**config.mk**
```make
export PLATFORM = sky130hd
export DESIGN_NAME = uart_axil_regs_flat
export DESIGN_NICKNAME = d
export VERILOG_FILES = /design/src/rtl/uart_pkg.sv /design/src/rtl/uart_axil_regs_if.sv /design/src/rtl/sync_fifo.sv /design/src/rtl/uart_axil_regs.sv /design/src/flat_wrapper.sv
export SDC_FILE = /design/constraint.sdc
export NUM_CORES = 1
export LEC_CHECK = 0
export BUFFER_PORTS_ARGS = -buffer_cell sky130_fd_sc_hd__clkbuf_2
export CORE_AREA = 5 5 163 165
export DETAILED_ROUTE_END_ITERATION = 7
export DIE_AREA = 0 0 168 170
export PLACE_DENSITY = 0.73
export SLEW_MARGIN = 0
export SYNTH_ARGS = -nofsm -noshare
export SYNTH_HDL_FRONTEND = slang
export SYNTH_SLANG_ARGS = --single-unit
```
**constraint.sdc**
```tcl
create_clock -name clk -period 5.9 [get_ports clk]
set_clock_uncertainty 0.05 [all_clocks]
set_input_delay 0.885 -clock clk [delete_from_list [all_inputs] [get_ports clk]]
set_output_delay 0.885 -clock clk [all_outputs]
set_load 0.1 [all_outputs]
```
**src/rtl/uart_pkg.sv**
```systemverilog
// Shared definitions for the UART AXI-Lite register block: register selects,
// status bit positions, control bits, response codes and FSM state types.
package uart_pkg;

   // Register select is addr[3:2]; the enum values are the word offsets.
   typedef enum logic [1:0] {
      REG_RX   = 2'd0,
      REG_TX   = 2'd1,
      REG_STAT = 2'd2,
      REG_CTRL = 2'd3
   } reg_sel_e;

   localparam int STAT_RX_NONEMPTY = 0;
   localparam int STAT_RX_FULL     = 1;
   localparam int STAT_TX_EMPTY    = 2;
   localparam int STAT_TX_FULL     = 3;
   localparam int STAT_OVERRUN     = 5;

   localparam int CTRL_TX_FLUSH = 0;
   localparam int CTRL_RX_FLUSH = 1;

   localparam logic [1:0] RESP_OKAY   = 2'b00;
   localparam logic [1:0] RESP_SLVERR = 2'b10;

   typedef enum logic {
      R_IDLE,
      R_DATA
   } rd_state_e;

   typedef enum logic [1:0] {
      W_IDLE,
      W_WRITE,
      W_RESP
   } wr_state_e;

   function automatic logic [31:0] stat_word(
      input logic rx_empty,
      input logic rx_full,
      input logic tx_empty,
      input logic tx_full,
      input logic overrun
   );
      logic [31:0] w;
      w = '0;
      w[STAT_RX_NONEMPTY] = ~rx_empty;
      w[STAT_RX_FULL]     = rx_full;
      w[STAT_TX_EMPTY]    = tx_empty;
      w[STAT_TX_FULL]     = tx_full;
      w[STAT_OVERRUN]     = overrun;
      return w;
   endfunction

endpackage

```
**src/rtl/uart_axil_regs_if.sv**
```systemverilog
// AXI-Lite slave bus bundle for the UART register block; the bus master
// drives address/data/valid and response-ready, the slave drives the rest.
interface uart_axil_regs_if;

   logic [31:0] awaddr;
   logic        awvalid;
   logic        awready;
   logic [31:0] wdata;
   logic [3:0]  wstrb;
   logic        wvalid;
   logic        wready;
   logic [1:0]  bresp;
   logic        bvalid;
   logic        bready;
   logic [31:0] araddr;
   logic        arvalid;
   logic        arready;
   logic [31:0] rdata;
   logic [1:0]  rresp;
   logic        rvalid;
   logic        rready;

   modport master (
      output awaddr, awvalid, wdata, wstrb, wvalid, bready, araddr, arvalid, rready,
      input  awready, wready, bresp, bvalid, arready, rdata, rresp, rvalid
   );

   modport slave (
      input  awaddr, awvalid, wdata, wstrb, wvalid, bready, araddr, arvalid, rready,
      output awready, wready, bresp, bvalid, arready, rdata, rresp, rvalid
   );

endinterface

```
**src/rtl/sync_fifo.sv**
```systemverilog
// Single-clock FIFO with synchronous active-low reset and a flush that
// overrides any same-cycle push or pop. A push into a full FIFO is accepted
// only when a pop frees a slot in the same cycle.
module sync_fifo #(
   parameter int WIDTH = 8,
   parameter int DEPTH = 16
) (
   input  logic             clk,
   input  logic             rst,
   input  logic             push,
   input  logic [WIDTH-1:0] push_data,
   input  logic             pop,
   input  logic             flush,
   output logic             full,
   output logic             empty,
   output logic [WIDTH-1:0] head
);

   localparam int AW = $clog2(DEPTH);
   localparam int CW = AW + 1;
   localparam logic [CW-1:0] FULL_COUNT = CW'(DEPTH);

   logic [WIDTH-1:0] mem [DEPTH];
   logic [AW-1:0]    wr_ptr;
   logic [AW-1:0]    rd_ptr;
   logic [CW-1:0]    count;
   logic             do_push;
   logic             do_pop;

   assign full    = (count == FULL_COUNT);
   assign empty   = (count == '0);
   assign head    = mem[rd_ptr];
   assign do_pop  = pop & ~empty;
   assign do_push = push & (~full | do_pop);

   // Pointers wrap naturally because DEPTH is a power of two.
   always_ff @(posedge clk) begin
      if (!rst || flush) begin
         wr_ptr <= '0;
         rd_ptr <= '0;
         count  <= '0;
      end else begin
         if (do_push) begin
            wr_ptr <= wr_ptr + AW'(1);
         end
         if (do_pop) begin
            rd_ptr <= rd_ptr + AW'(1);
         end
         unique case ({do_push, do_pop})
            2'b10:   count <= count + CW'(1);
            2'b01:   count <= count - CW'(1);
            default: count <= count;
         endcase
      end
   end

   always_ff @(posedge clk) begin
      if (rst && !flush && do_push) begin
         mem[wr_ptr] <= push_data;
      end
   end

endmodule

```
**src/rtl/uart_axil_regs.sv**
```systemverilog
// AXI-Lite register front end for a UART: RX/TX byte FIFOs, a status word
// with a sticky overrun flag, and a control register for FIFO flushes.
module uart_axil_regs
   import uart_pkg::*;
#(
   parameter int DEPTH = 16
) (
   input  logic              clk,
   input  logic              rst,
   uart_axil_regs_if.slave   s_axi,
   output logic [7:0]        tx_data,
   output logic              tx_valid,
   input  logic              tx_ready,
   input  logic [7:0]        rx_data,
   input  logic              rx_valid
);

   rd_state_e   rd_state;
   wr_state_e   wr_state;

   logic        arready_q;
   logic        rvalid_q;
   logic [31:0] rdata_q;
   logic [1:0]  rresp_q;

   logic        awready_q;
   logic        wready_q;
   logic        bvalid_q;
   logic [1:0]  bresp_q;
   reg_sel_e    aw_sel_q;
   logic [7:0]  wbyte_q;
   logic [1:0]  wctrl_q;
   logic        wstrb0_q;

   logic        overrun;

   logic        rx_full, rx_empty, rx_pop, rx_flush;
   logic [7:0]  rx_head;
   logic        tx_full, tx_empty, tx_pop, tx_push, tx_flush;
   logic [7:0]  tx_head;

   logic        ar_hs, aw_hs, w_hs;
   reg_sel_e    ar_sel;
   logic [31:0] rd_word;
   logic [1:0]  rd_resp;
   logic        stat_clr;
   logic [1:0]  wr_resp;
   logic        rx_overflow;

   logic        unused_bits;

   assign unused_bits = ^{s_axi.awaddr[31:4], s_axi.awaddr[1:0], s_axi.wdata[31:8],
                          s_axi.wstrb[3:1], s_axi.araddr[31:4], s_axi.araddr[1:0]};

   assign s_axi.arready = arready_q;
   assign s_axi.rvalid  = rvalid_q;
   assign s_axi.rdata   = rdata_q;
   assign s_axi.rresp   = rresp_q;
   assign s_axi.awready = awready_q;
   assign s_axi.wready  = wready_q;
   assign s_axi.bvalid  = bvalid_q;
   assign s_axi.bresp   = bresp_q;

   assign ar_hs  = s_axi.arvalid & arready_q;
   assign aw_hs  = s_axi.awvalid & awready_q;
   assign w_hs   = s_axi.wvalid & wready_q;
   assign ar_sel = reg_sel_e'(s_axi.araddr[3:2]);

   assign tx_valid = ~tx_empty;
   assign tx_data  = tx_head;
   assign tx_pop   = tx_valid & tx_ready;

   sync_fifo #(.WIDTH(8), .DEPTH(DEPTH)) u_rx_fifo (
      .clk       (clk),
      .rst       (rst),
      .push      (rx_valid),
      .push_data (rx_data),
      .pop       (rx_pop),
      .flush     (rx_flush),
      .full      (rx_full),
      .empty     (rx_empty),
      .head      (rx_head)
   );

   sync_fifo #(.WIDTH(8), .DEPTH(DEPTH)) u_tx_fifo (
      .clk       (clk),
      .rst       (rst),
      .push      (tx_push),
      .push_data (wbyte_q),
      .pop       (tx_pop),
      .flush     (tx_flush),
      .full      (tx_full),
      .empty     (tx_empty),
      .head      (tx_head)
   );

   // Read decode acts in the AR handshake cycle so the RX pop and the
   // overrun clear line up with the data being captured.
   always_comb begin
      rd_word  = '0;
      rd_resp  = RESP_OKAY;
      rx_pop   = 1'b0;
      stat_clr = 1'b0;
      if (ar_hs) begin
         unique case (ar_sel)
            REG_RX: begin
               if (!rx_empty) begin
                  rd_word = {24'b0, rx_head};
                  rx_pop  = 1'b1;
               end
            end
            REG_STAT: begin
               rd_word  = stat_word(rx_empty, rx_full, tx_empty, tx_full, overrun);
               stat_clr = 1'b1;
            end
            default: rd_resp = RESP_SLVERR;
         endcase
      end
   end

   always_comb begin
      tx_push  = 1'b0;
      tx_flush = 1'b0;
      rx_flush = 1'b0;
      wr_resp  = RESP_OKAY;
      if (wr_state == W_WRITE) begin
         unique case (aw_sel_q)
            REG_TX: begin
               if (wstrb0_q) begin
                  if (tx_full) begin
                     wr_resp = RESP_SLVERR;
                  end else begin
                     tx_push = 1'b1;
                  end
               end
            end
            REG_CTRL: begin
               tx_flush = wctrl_q[CTRL_TX_FLUSH];
               rx_flush = wctrl_q[CTRL_RX_FLUSH];
            end
            default: wr_resp = RESP_SLVERR;
         endcase
      end
   end

   assign rx_overflow = rx_valid & rx_full & ~rx_pop & ~rx_flush;

   // A fresh overrun in the same cycle as a STAT read wins over the clear.
   always_ff @(posedge clk) begin
      if (!rst) begin
         overrun <= 1'b0;
      end else if (rx_overflow) begin
         overrun <= 1'b1;
      end else if (stat_clr) begin
         overrun <= 1'b0;
      end
   end

   always_ff @(posedge clk) begin
      if (!rst) begin
         rd_state  <= R_IDLE;
         arready_q <= 1'b1;
         rvalid_q  <= 1'b0;
         rdata_q   <= '0;
         rresp_q   <= RESP_OKAY;
      end else begin
         unique case (rd_state)
            R_IDLE: begin
               if (ar_hs) begin
                  rdata_q   <= rd_word;
                  rresp_q   <= rd_resp;
                  rvalid_q  <= 1'b1;
                  arready_q <= 1'b0;
                  rd_state  <= R_DATA;
               end
            end
            R_DATA: begin
               if (s_axi.rready) begin
                  rvalid_q  <= 1'b0;
                  arready_q <= 1'b1;
                  rd_state  <= R_IDLE;
               end
            end
            default: rd_state <= R_IDLE;
         endcase
      end
   end

   // AW and W are captured independently; a dropped ready marks a held beat.
   always_ff @(posedge clk) begin
      if (!rst) begin
         wr_state  <= W_IDLE;
         awready_q <= 1'b1;
         wready_q  <= 1'b1;
         bvalid_q  <= 1'b0;
         bresp_q   <= RESP_OKAY;
         aw_sel_q  <= REG_RX;
         wbyte_q   <= '0;
         wctrl_q   <= '0;
         wstrb0_q  <= 1'b0;
      end else begin
         unique case (wr_state)
            W_IDLE: begin
               if (aw_hs) begin
                  aw_sel_q  <= reg_sel_e'(s_axi.awaddr[3:2]);
                  awready_q <= 1'b0;
               end
               if (w_hs) begin
                  wbyte_q  <= s_axi.wdata[7:0];
                  wctrl_q  <= s_axi.wdata[1:0];
                  wstrb0_q <= s_axi.wstrb[0];
                  wready_q <= 1'b0;
               end
               if ((!awready_q || aw_hs) && (!wready_q || w_hs)) begin
                  wr_state <= W_WRITE;
               end
            end
            W_WRITE: begin
               bresp_q  <= wr_resp;
               bvalid_q <= 1'b1;
               wr_state <= W_RESP;
            end
            W_RESP: begin
               if (s_axi.bready) begin
                  bvalid_q  <= 1'b0;
                  awready_q <= 1'b1;
                  wready_q  <= 1'b1;
                  wr_state  <= W_IDLE;
               end
            end
            default: wr_state <= W_IDLE;
         endcase
      end
   end

endmodule

```
**src/flat_wrapper.sv**
```systemverilog
// flat-port wrapper written by rule: the top's interface ports become plain ports
module uart_axil_regs_flat import uart_pkg::*;
#(
   parameter int DEPTH = 16
)
  (clk, rst, tx_data, tx_valid, tx_ready, rx_data, rx_valid, s_axi_awaddr, s_axi_awvalid, s_axi_wdata, s_axi_wstrb, s_axi_wvalid, s_axi_bready, s_axi_araddr, s_axi_arvalid, s_axi_rready, s_axi_awready, s_axi_wready, s_axi_bresp, s_axi_bvalid, s_axi_arready, s_axi_rdata, s_axi_rresp, s_axi_rvalid);
  uart_axil_regs_if s_axi_i ();
  input  logic clk;
  input  logic rst;
  output logic [7:0] tx_data;
  output logic tx_valid;
  input  logic tx_ready;
  input  logic [7:0] rx_data;
  input  logic rx_valid;
  input wire logic [$bits(s_axi_i.awaddr)-1:0] s_axi_awaddr;
  input wire logic [$bits(s_axi_i.awvalid)-1:0] s_axi_awvalid;
  input wire logic [$bits(s_axi_i.wdata)-1:0] s_axi_wdata;
  input wire logic [$bits(s_axi_i.wstrb)-1:0] s_axi_wstrb;
  input wire logic [$bits(s_axi_i.wvalid)-1:0] s_axi_wvalid;
  input wire logic [$bits(s_axi_i.bready)-1:0] s_axi_bready;
  input wire logic [$bits(s_axi_i.araddr)-1:0] s_axi_araddr;
  input wire logic [$bits(s_axi_i.arvalid)-1:0] s_axi_arvalid;
  input wire logic [$bits(s_axi_i.rready)-1:0] s_axi_rready;
  output wire logic [$bits(s_axi_i.awready)-1:0] s_axi_awready;
  output wire logic [$bits(s_axi_i.wready)-1:0] s_axi_wready;
  output wire logic [$bits(s_axi_i.bresp)-1:0] s_axi_bresp;
  output wire logic [$bits(s_axi_i.bvalid)-1:0] s_axi_bvalid;
  output wire logic [$bits(s_axi_i.arready)-1:0] s_axi_arready;
  output wire logic [$bits(s_axi_i.rdata)-1:0] s_axi_rdata;
  output wire logic [$bits(s_axi_i.rresp)-1:0] s_axi_rresp;
  output wire logic [$bits(s_axi_i.rvalid)-1:0] s_axi_rvalid;
  assign s_axi_i.awaddr = s_axi_awaddr;
  assign s_axi_i.awvalid = s_axi_awvalid;
  assign s_axi_i.wdata = s_axi_wdata;
  assign s_axi_i.wstrb = s_axi_wstrb;
  assign s_axi_i.wvalid = s_axi_wvalid;
  assign s_axi_i.bready = s_axi_bready;
  assign s_axi_i.araddr = s_axi_araddr;
  assign s_axi_i.arvalid = s_axi_arvalid;
  assign s_axi_i.rready = s_axi_rready;
  assign s_axi_awready = s_axi_i.awready;
  assign s_axi_wready = s_axi_i.wready;
  assign s_axi_bresp = s_axi_i.bresp;
  assign s_axi_bvalid = s_axi_i.bvalid;
  assign s_axi_arready = s_axi_i.arready;
  assign s_axi_rdata = s_axi_i.rdata;
  assign s_axi_rresp = s_axi_i.rresp;
  assign s_axi_rvalid = s_axi_i.rvalid;
  uart_axil_regs #(.DEPTH(DEPTH)) u_core (.clk(clk), .rst(rst), .s_axi(s_axi_i), .tx_data(tx_data), .tx_valid(tx_valid), .tx_ready(tx_ready), .rx_data(rx_data), .rx_valid(rx_valid));
endmodule
```
==> Flow_metrics.wiki, run 1 <==
{| class="wikitable"
! Metric !! Value
|-
| Detailed Routing Iterations Pass 1 || 5
|-
| Vert. Die Dim || ~170 µm
|-
| Clock tree from TritonCTS || done
|-
| Leading post-synthesis cells by cell area || sky130_fd_sc_hd__edfxtp_1 59%, sky130_fd_sc_hd__mux4_2 11%, sky130_fd_sc_hd__dfxtp_1 9.9%
|-
| Slew Limit Headroom || between 20% and 30%
|-
| Clock period minus final worst setup slack || 4070 ps
|-
| Count of boundary I/O pins || between 150 and 200
|-
| Ys async rst share || 0%
|-
| TritonCTS Buffers || 31
|-
| CTS clk-pin slew, worst paths || 60 ps
|-
| Worst Min Path Start || u_core.wstrb0_q$_SDFFE_PN0P_
|-
| Ys Warns || 0
|-
| CP startpoint kind || flip-flop
|-
| Pin count of the biggest net entering global routing || 34
|-
| Antenna violations before repair || 0
|-
| Register-to-register setup slack || about 2700 ps
|-
| Final net count || around 970
|-
| Count of pins over their slew limit || 0
|-
| Depth of the worst register-to-register path || 12
|-
| Number of distinct library cells after synthesis || 53
|-
| Largest fanout on the critical path || 17
|-
| Initial Util || 52.1%
|-
| Area growth, synth to finish || 11.3%
|-
| Post-Syn Instances || 773
|-
| Detailed placer's ending HPWL || 15,700 µm
|-
| Endpoint of the worst register-to-register path || u_core.u_rx_fifo.count[4]$_SDFFE_PP0P_
|-
| Class of the worst hold path || flip-flop to flip-flop
|-
| Count of filler cells inserted in the layout || 1,849
|-
| Setup repair after global routing missed its margin || false
|-
| Detail Route Antenna Nets || 0
|-
| Routability Congestion || 0.788
|-
| Initial DRC Count || 529
|-
| Overflow left after global routing || 0
|-
| Path type of the worst setup path || flip-flop to primary output
|-
| Area of the die || 28,600 µm²
|-
| Vias || about 6,600
|-
| Wire length of the first global-routing pass || 37,700 µm
|-
| Synth Area per Inst || 16.8 µm²
|-
| Worst IR drop on VDD || 0.257 mV
|-
| Total number of H-tree levels || 1
|-
| Capturing element type of the critical path || primary output
|-
| Diode insertion count for antenna repair || 0
|-
| Post-synth top area share || 59.3%
|-
| Post-route total power || 4.60 mW
|-
| Source of the worst register-to-register timing path || u_core.s_axi.arready$_SDFFE_PN1P_
|-
| Data required time at the worst endpoint || slightly below 5000 ps
|-
| Die X-Extent || approximately 170 µm
|-
| Post-CTS repair timing setup buffer count || 0
|-
| Post-synth design cell area || 13,000 µm²
|-
| Worst hold path endpoint || u_core.wstrb0_q$_SDFFE_PN0P_
|-
| Detailed-route DRC error count || 0
|-
| Mean routed wirelength per cell || between 20 and 25 µm
|-
| Achievable frequency || 246 MHz
|-
| Total core area || between 20,000 and 25,000 µm²
|-
| Proportion of synthesized chip area in sequential cells || 69.2%
|-
| Cell type contributing the most total cell area after synthesis || sky130_fd_sc_hd__edfxtp_1
|-
| Resized Gates After CTS || 0
|-
| Count of buffers inserted at the top-level ports || between 50 and 60
|-
| Via count of the first global-routing pass || 6,690
|-
| Post-synth EDFFs || 256
|-
| Hold path depth || 2
|-
| Maximum count of clock buffers along a single path || 3
|-
| Tightest Pin Transition || around 1100 ps
|-
| Arr. time, crit path || around 3100 ps
|-
| Flops & latches, synth || 320
|-
| Accumulated negative setup slack || 0 ps
|-
| Insertion delay of the later-clocked pin in the worst-skew pair || 550 ps
|-
| Number of hold buffers added after CTS || 0
|-
| Count of clock tree sinks || 320
|-
| Number of endpoints with negative hold slack in the final report || 0
|-
| Standby leakage power || 4.75 nW
|-
| Final Setup Violations || 0
|-
| Final cycle utilization of the critical path || 69.0%
|-
| Cell Rows || between 50 and 60
|-
| Via/cell ratio || between 5 and 6
|-
| Max cap viols || 0
|-
| Share of post-route cells with drive strength above 1 || 20.8%
|-
| Status || completed
|-
| Root cell of the clock tree || sky130_fd_sc_hd__clkbuf_16
|-
| Power density normalized to cell area || ~320 nW/µm²
|-
| Total global-route track usage || between 15 and 20%
|-
| Prevailing post-synth register cell || sky130_fd_sc_hd__edfxtp_1
|-
| Post-Route WL || about 24,000 µm
|}
cells by family (layout without fill, tap and decap cells):
family	after synthesis	after routing	synth area share [%]
flops	320	320	69.2
xor+xnor	19	19	1.28
mux	83	83	13.8
simple gates	184	184	6.87
buf+inv	76	137	3.28
compound gates	72	72	3.70
fa+ha+maj	18	18	1.80
other cells	1	26	0.0289
layout by cell type (no fill, tap or decap), types with 4 or more instances in the layout:
cell / instances
sky130_fd_sc_hd__edfxtp_1: 256
sky130_fd_sc_hd__nor2_1: 66
sky130_fd_sc_hd__mux4_2: 65
sky130_fd_sc_hd__dfxtp_1: 62
sky130_fd_sc_hd__clkbuf_2: 53
sky130_fd_sc_hd__nand2_1: 43
sky130_fd_sc_hd__clkbuf_16: 31
sky130_fd_sc_hd__conb_1: 26
sky130_fd_sc_hd__a21oi_1: 19
sky130_fd_sc_hd__ha_1: 17
sky130_fd_sc_hd__nand3_1: 16
sky130_fd_sc_hd__o21ai_0: 16
sky130_fd_sc_hd__inv_1: 15
sky130_fd_sc_hd__clkbuf_1: 15
sky130_fd_sc_hd__xor2_1: 11
sky130_fd_sc_hd__nor2b_1: 11
sky130_fd_sc_hd__a21boi_0: 11
sky130_fd_sc_hd__buf_4: 11
sky130_fd_sc_hd__mux2i_1: 9
sky130_fd_sc_hd__mux4_1: 9
sky130_fd_sc_hd__xnor2_1: 8
sky130_fd_sc_hd__nand2b_1: 6
sky130_fd_sc_hd__nor3_1: 6
sky130_fd_sc_hd__and3_1: 5
sky130_fd_sc_hd__a22oi_1: 5
sky130_fd_sc_hd__nor4_2: 4
sky130_fd_sc_hd__clkinv_1: 4
sequential cells by signal, indices dropped and copies added (netlist names), 4 cells and up, named ones only:
| name | flops |
|---|---|
| u_core.u_tx_fifo.rd_ptr | 4 |
| u_core.u_rx_fifo.mem | 128 |
| u_core.u_rx_fifo.count | 5 |
| u_core.u_tx_fifo.wr_ptr | 4 |
| u_core.s_axi.rdata | 8 |
| u_core.u_tx_fifo.count | 5 |
| u_core.u_rx_fifo.rd_ptr | 4 |
| u_core.u_rx_fifo.wr_ptr | 4 |
| u_core.u_tx_fifo.mem | 128 |
| u_core.wbyte_q | 7 |
Yosys cell counts (2+ instances only):
library cell               number
sky130_fd_sc_hd__a21boi_0      11
sky130_fd_sc_hd__a21o_1         3
sky130_fd_sc_hd__a21oi_1       19
sky130_fd_sc_hd__a222oi_1       2
sky130_fd_sc_hd__a22oi_1        5
sky130_fd_sc_hd__a31oi_1        3
sky130_fd_sc_hd__a32o_1         2
sky130_fd_sc_hd__and2_1         3
sky130_fd_sc_hd__and3_1         5
sky130_fd_sc_hd__buf_1          4
sky130_fd_sc_hd__buf_2          6
sky130_fd_sc_hd__buf_4         27
sky130_fd_sc_hd__buf_6          2
sky130_fd_sc_hd__clkbuf_1      21
sky130_fd_sc_hd__dfxtp_1       64
sky130_fd_sc_hd__edfxtp_1     256
sky130_fd_sc_hd__ha_1          17
sky130_fd_sc_hd__inv_1         15
sky130_fd_sc_hd__mux2i_1        9
sky130_fd_sc_hd__mux4_1         9
sky130_fd_sc_hd__mux4_2        65
sky130_fd_sc_hd__nand2_1       43
sky130_fd_sc_hd__nand2b_1       6
sky130_fd_sc_hd__nand3_1       16
sky130_fd_sc_hd__nand3b_1       3
sky130_fd_sc_hd__nand4_1        3
sky130_fd_sc_hd__nor2_1        66
sky130_fd_sc_hd__nor2b_1       11
sky130_fd_sc_hd__nor3_1         8
sky130_fd_sc_hd__nor4_1         7
sky130_fd_sc_hd__nor4b_1        3
sky130_fd_sc_hd__o21a_1         2
sky130_fd_sc_hd__o21ai_0       16
sky130_fd_sc_hd__o21ai_1        2
sky130_fd_sc_hd__or3_1          3
sky130_fd_sc_hd__or4_1          2
sky130_fd_sc_hd__xnor2_1        8
sky130_fd_sc_hd__xor2_1        11
through the flow:
| stage | hold WS [ps] | util, % | cell area, µm² | instances | setup slack (ps) |
|---|---|---|---|---|---|
| floorplan | 389 | - | 13100 | 798 | 2150 |
| global placement | 405 | 54.2 | 13500 | 1131 | 2130 |
| detailed placement | 409 | 54.2 | 13500 | 1131 | 2120 |
| CTS | 417 | 57.9 | 14400 | 1189 | 1720 |
| global route | 460 | 57.9 | 14400 | 1189 | 1600 |
| finish | 418 | 57.9 | 14400 | 1189 | 1830 |
how the worst max path moves through the flow:
| stage | end | slack [ps] | startpoint | cells past startpoint |
|---|---|---|---|---|
| 2_1_floorplan | u_core.u_rx_fifo.count[4]$_SDFFE_PP0P_ | 2150 | u_core.s_axi.arready$_SDFFE_PN1P_ | 14 |
| 3_3_place_gp | u_core.u_rx_fifo.count[4]$_SDFFE_PP0P_ | 2130 | s_axi_araddr[3] | 12 |
| 3_5_place_dp | u_core.u_rx_fifo.count[4]$_SDFFE_PP0P_ | 2120 | s_axi_arvalid | 13 |
| 4_1_cts | tx_data[1] | 1720 | flip-flop | 4 |
| 5_1_grt | tx_data[0] | 1600 | flip-flop | 4 |
| 6_report | tx_data[1] | 1830 | flip-flop | 4 |
cell type report:
class	instances	area, µm²	share of cell area, %
Clock buffer	48	860	5.96
Multi-Input combinational cell	402	3690	25.6
Timing Repair Buffer	64	348	2.41
Sequential cell	320	8970	62.2
Inverter	15	56.3	0.391
Clock inverter	10	78.8	0.547
Tap cell	330	413	2.86
worst max-delay path: stages (launching register included):
cell	delay (ps)
sky130_fd_sc_hd__dfxtp_2	690
sky130_fd_sc_hd__buf_4	430
sky130_fd_sc_hd__mux4_2	580
sky130_fd_sc_hd__mux4_2	490
sky130_fd_sc_hd__clkbuf_2	390
power by group:
| group | internal [mW] | switching, mW | leakage, nW | total (mW) |
|---|---|---|---|---|
| registers | 2.47 | 0.0408 | 2.82 | 2.51 |
| logic | 0.0644 | 0.208 | 1.48 | 0.272 |
| clock network | 1.04 | 0.778 | 0.447 | 1.82 |
| total | 3.57 | 1.03 | 4.75 | 4.60 |
per-layer routing:
layer	part of all wire (%)	track usage [%]	wire, µm
met1	41	22.2	9820
met2	53	29.7	12600
met3	3.8	2.16	912
met4	2.2	4.13	526
met5	0	0	0
Note: power is estimated with default switching activity, not from simulation.
==> run 2, diff against run 1 <==
--- a/config.mk
+++ b/config.mk
@@ -6,10 +6,10 @@
 export NUM_CORES = 1
 export LEC_CHECK = 0
 export BUFFER_PORTS_ARGS = -buffer_cell sky130_fd_sc_hd__clkbuf_2
-export CORE_AREA = 5 5 163 165
+export CORE_AREA = 5 5 164 166
 export DETAILED_ROUTE_END_ITERATION = 7
-export DIE_AREA = 0 0 168 170
-export PLACE_DENSITY = 0.73
+export DIE_AREA = 0 0 169 171
+export PLACE_DENSITY = 0.75
 export SLEW_MARGIN = 0
 export SYNTH_ARGS = -nofsm -noshare
 export SYNTH_HDL_FRONTEND = slang
==> constraint.sdc (replaced) <==
create_clock -name clk -period 3.56 [get_ports clk]
set_clock_uncertainty 0.05 [all_clocks]
set_input_delay 0.534 -clock clk [delete_from_list [all_inputs] [get_ports clk]]
set_output_delay 0.534 -clock clk [all_outputs]
set_load 0.1 [all_outputs]
==> run 2 against run 1 <==
Die area grew 1.2%. Worst hold slack got worse by 190 ps. Critical path depth unchanged. Non-clock buffer count is 28 higher. Power grew 74%. Largest cell class unchanged.
==> Flow_metrics.wiki, run 2 (same netlist as run 1, synthesis figures left out) <==
{| class="wikitable"
! Metric !! Value
|-
| Total global-route track usage || 17.5% (was 16.7%)
|-
| Post-Route WL || 24,800 µm (was 23,800 µm)
|-
| Tightest Pin Transition || 927 ps (was 1080 ps)
|-
| Root cell of the clock tree || sky130_fd_sc_hd__clkbuf_16 (unchanged)
|-
| Area of the die || 28,900 µm² (was 28,600 µm²)
|-
| Setup repair after global routing missed its margin || false (unchanged)
|-
| Global routing usage on met2 || 31.6% (was 29.7%)
|-
| Met1 demand-to-capacity share in global routing || 22.5% (was 22.2%)
|-
| Finished Layout Cells || 1,225 (was 1,189)
|-
| Placed cells || 1,164 (was 1,131)
|-
| Data required time at the worst endpoint || 2980 ps (was 4970 ps)
|-
| Internal Power || 6.26 mW (was 3.57 mW)
|-
| Status || completed (unchanged)
|-
| Cell Rows || 59 (was 58)
|-
| Pin count of the biggest net entering global routing || 34 (unchanged)
|-
| Combinational cell fraction of total power || 5.6% (was 5.9%)
|-
| Sw Ratio || 21.9% (was 22.3%)
|-
| Mean routed wirelength per cell || 20.3 µm (was 20.0 µm)
|-
| TritonCTS Buffers || 34 (was 31)
|-
| Diode insertion count for antenna repair || 0 (unchanged)
|-
| Count of clock tree sinks || 320 (unchanged)
|-
| Initial Util || 50.9% (was 52.1%)
|-
| Count of boundary I/O pins || 167 (unchanged)
|-
| Count of buffers inserted at the top-level ports || 53 (unchanged)
|-
| Capturing element type of the critical path || primary output (unchanged)
|-
| Resized Gates After CTS || 0 (unchanged)
|-
| Power density normalized to cell area || 542 nW/µm² (was 319 nW/µm²)
|-
| Path type of the worst setup path || flip-flop to primary output (unchanged)
|-
| Most common cell after layout, fill and taps aside || sky130_fd_sc_hd__edfxtp_1 (unchanged)
|-
| Total number of H-tree levels || 2 (was 1)
|-
| Routability Congestion || 0.805 (was 0.788)
|-
| Maximum count of clock buffers along a single path || 3 (unchanged)
|-
| Clock tree from TritonCTS || done (unchanged)
|-
| Final cycle utilization of the critical path || 93.5%
|-
| Via/cell ratio || 5.50 (was 5.52)
|-
| Largest fanout on the critical path || 19 (was 17)
|-
| Share of post-route cells with drive strength above 1 || 24.5% (was 20.8%)
|-
| Psw || 1.76 mW (was 1.03 mW)
|-
| Proportion of power drawn by the clock network || 42.5% (was 39.6%)
|-
| Number of endpoints with negative hold slack in the final report || 0 (unchanged)
|-
| Final Worst Setup Slack || 232 ps (was 1830 ps)
|-
| Detailed-route DRC error count || 0 (unchanged)
|-
| Class of the worst hold path || input pin to flip-flop (was flip-flop to flip-flop)
|-
| Final hold slack || 232 ps (was 418 ps)
|-
| Max cap viols || 0 (unchanged)
|-
| Wire length of the first global-routing pass || 39,000 µm (was 37,700 µm)
|-
| Met3 layer usage reported by global route || 2.75% (was 2.16%)
|-
| Count of pins over their slew limit || 0 (unchanged)
|-
| Via count of the first global-routing pass || 6,905 (was 6,690)
|-
| Clock period minus final worst setup slack || 3330 ps
|-
| Detail Route Antenna Nets || 0 (unchanged)
|-
| Standby leakage power || 4.98 nW (was 4.75 nW)
|-
| Post-CTS repair timing setup buffer count || 0 (unchanged)
|-
| Overflow left after global routing || 0 (unchanged)
|-
| Global routing's busiest layer || met2 (unchanged)
|-
| Arr. time, crit path || 2740 ps (was 3140 ps)
|-
| Vias || 6,736 (was 6,568)
|-
| CTS clk-pin slew, worst paths || 60 ps (about the same)
|-
| Number of hold buffers added after CTS || 0 (unchanged)
|-
| Register-to-register setup slack || 420 ps (was 2650 ps)
|-
| Worst IR drop on VDD || 0.496 mV (was 0.257 mV)
|-
| Area growth, synth to finish || 14.1% (was 11.3%)
|-
| Insertion delay of the later-clocked pin in the worst-skew pair || 500 ps (was 550 ps)
|-
| Total core area || 25,500 µm² (was 24,900 µm²)
|-
| Final net count || 1,000 (was 969)
|-
| Core occupancy in the finished layout || 58.1% (was 57.9%)
|-
| Most used cells in the layout excluding fill and tap cells || 256 x sky130_fd_sc_hd__edfxtp_1, 66 x sky130_fd_sc_hd__nor2_1, 65 x sky130_fd_sc_hd__mux4_2 (unchanged)
|-
| Initial DRC Count || 545 (was 529)
|-
| Slew Limit Headroom || 38.1% (was 28.0%)
|-
| Final Setup Violations || 0 (unchanged)
|-
| Vert. Die Dim || 171 µm (was 170 µm)
|-
| Accumulated negative setup slack || 0 ps (unchanged)
|-
| Minimum setup slack after placement || 266 ps (was 2120 ps)
|-
| Register share of total power || 51.9% (was 54.5%)
|-
| Antenna violations before repair || 0 (unchanged)
|-
| CP startpoint kind || flip-flop (unchanged)
|-
| Die X-Extent || 169 µm (was 168 µm)
|-
| Detailed Routing Iterations Pass 1 || 5 (unchanged)
|-
| Achievable frequency || 300 MHz
|-
| Detailed placer's ending HPWL || 16,300 µm (was 15,700 µm)
|}
-- run 2: changes by cell type in the layout (fill, tap and decap cells not counted), moves of 2 or more --
cell,previous run,this run
sky130_fd_sc_hd__buf_4,11,38
sky130_fd_sc_hd__clkbuf_1,15,8
sky130_fd_sc_hd__clkbuf_16,31,35
sky130_fd_sc_hd__clkinv_2,2,5
sky130_fd_sc_hd__bufinv_16,1,3
sky130_fd_sc_hd__clkbuf_2,53,55
sky130_fd_sc_hd__clkinv_1,4,2
sky130_fd_sc_hd__inv_4,0,2
sky130_fd_sc_hd__nor3_1,6,8
sky130_fd_sc_hd__nor3_2,2,0
-- run 2: metrics by stage --
| stage | instance area, µm² | total power, mW |
|---|---|---|
| 6_report | 14800 | 8.02 |
| 5_1_grt | 14800 | 8.31 |
| 4_1_cts | 14800 | 8.09 |
| 3_5_place_dp | 13700 | 4.69 |
| 3_3_place_gp | 13700 | 4.68 |
| 2_1_floorplan | 13100 | 4.59 |
-- run 2: worst paths after layout --
path / start / to / cells after the start
min reg2reg: u_core.s_axi.rresp[1]$_SDFFE_PN0P_ / u_core.s_axi.rresp[1]$_SDFFE_PN0P_ / 2
max: flip-flop / tx_data[0] / 4
min: s_axi_wdata[6] / u_core.wbyte_q[6]$_SDFFE_PN0P_ / 3
max reg2reg: u_core.u_rx_fifo.count[1]$_SDFFE_PP0P_ / u_core.u_rx_fifo.count[4]$_SDFFE_PP0P_ / 12
-- run 2: metal layers --
metal | vias up | routed length, µm
met2 | 176 | 13200
li1 | 3127 | -
met1 | 3407 | 10100
met3 | 26 | 1180
met4 | 0 | 380
met5 | - | 0
-- run 2: power groups by stage --
stage | clock network [mW] | logic [mW] | registers [mW]
global route | 3.67 | 0.479 | 4.17
global placement | 0 | 0.443 | 4.24
floorplan | 0 | 0.310 | 4.28
finish | 3.40 | 0.449 | 4.16
CTS | 3.48 | 0.450 | 4.16
detailed placement | 0 | 0.450 | 4.24
-- run 2: cell type report --
type | count | area, µm²
repair buffers | 92 | 571
flip-flops and latches | 320 | 8970
fillers | 1903 | 10700
well taps | 335 | 419
inverters | 15 | 56.3
multi-input cells | 402 | 3680
clock buffers | 46 | 930
clock inverters | 15 | 160
-- run 2: worst max-delay path: stages (launching register included) --
cell                       delay (ps)
sky130_fd_sc_hd__dfxtp_2          510
sky130_fd_sc_hd__buf_12           240
sky130_fd_sc_hd__mux4_2           580
sky130_fd_sc_hd__mux4_2           510
sky130_fd_sc_hd__clkbuf_2         390
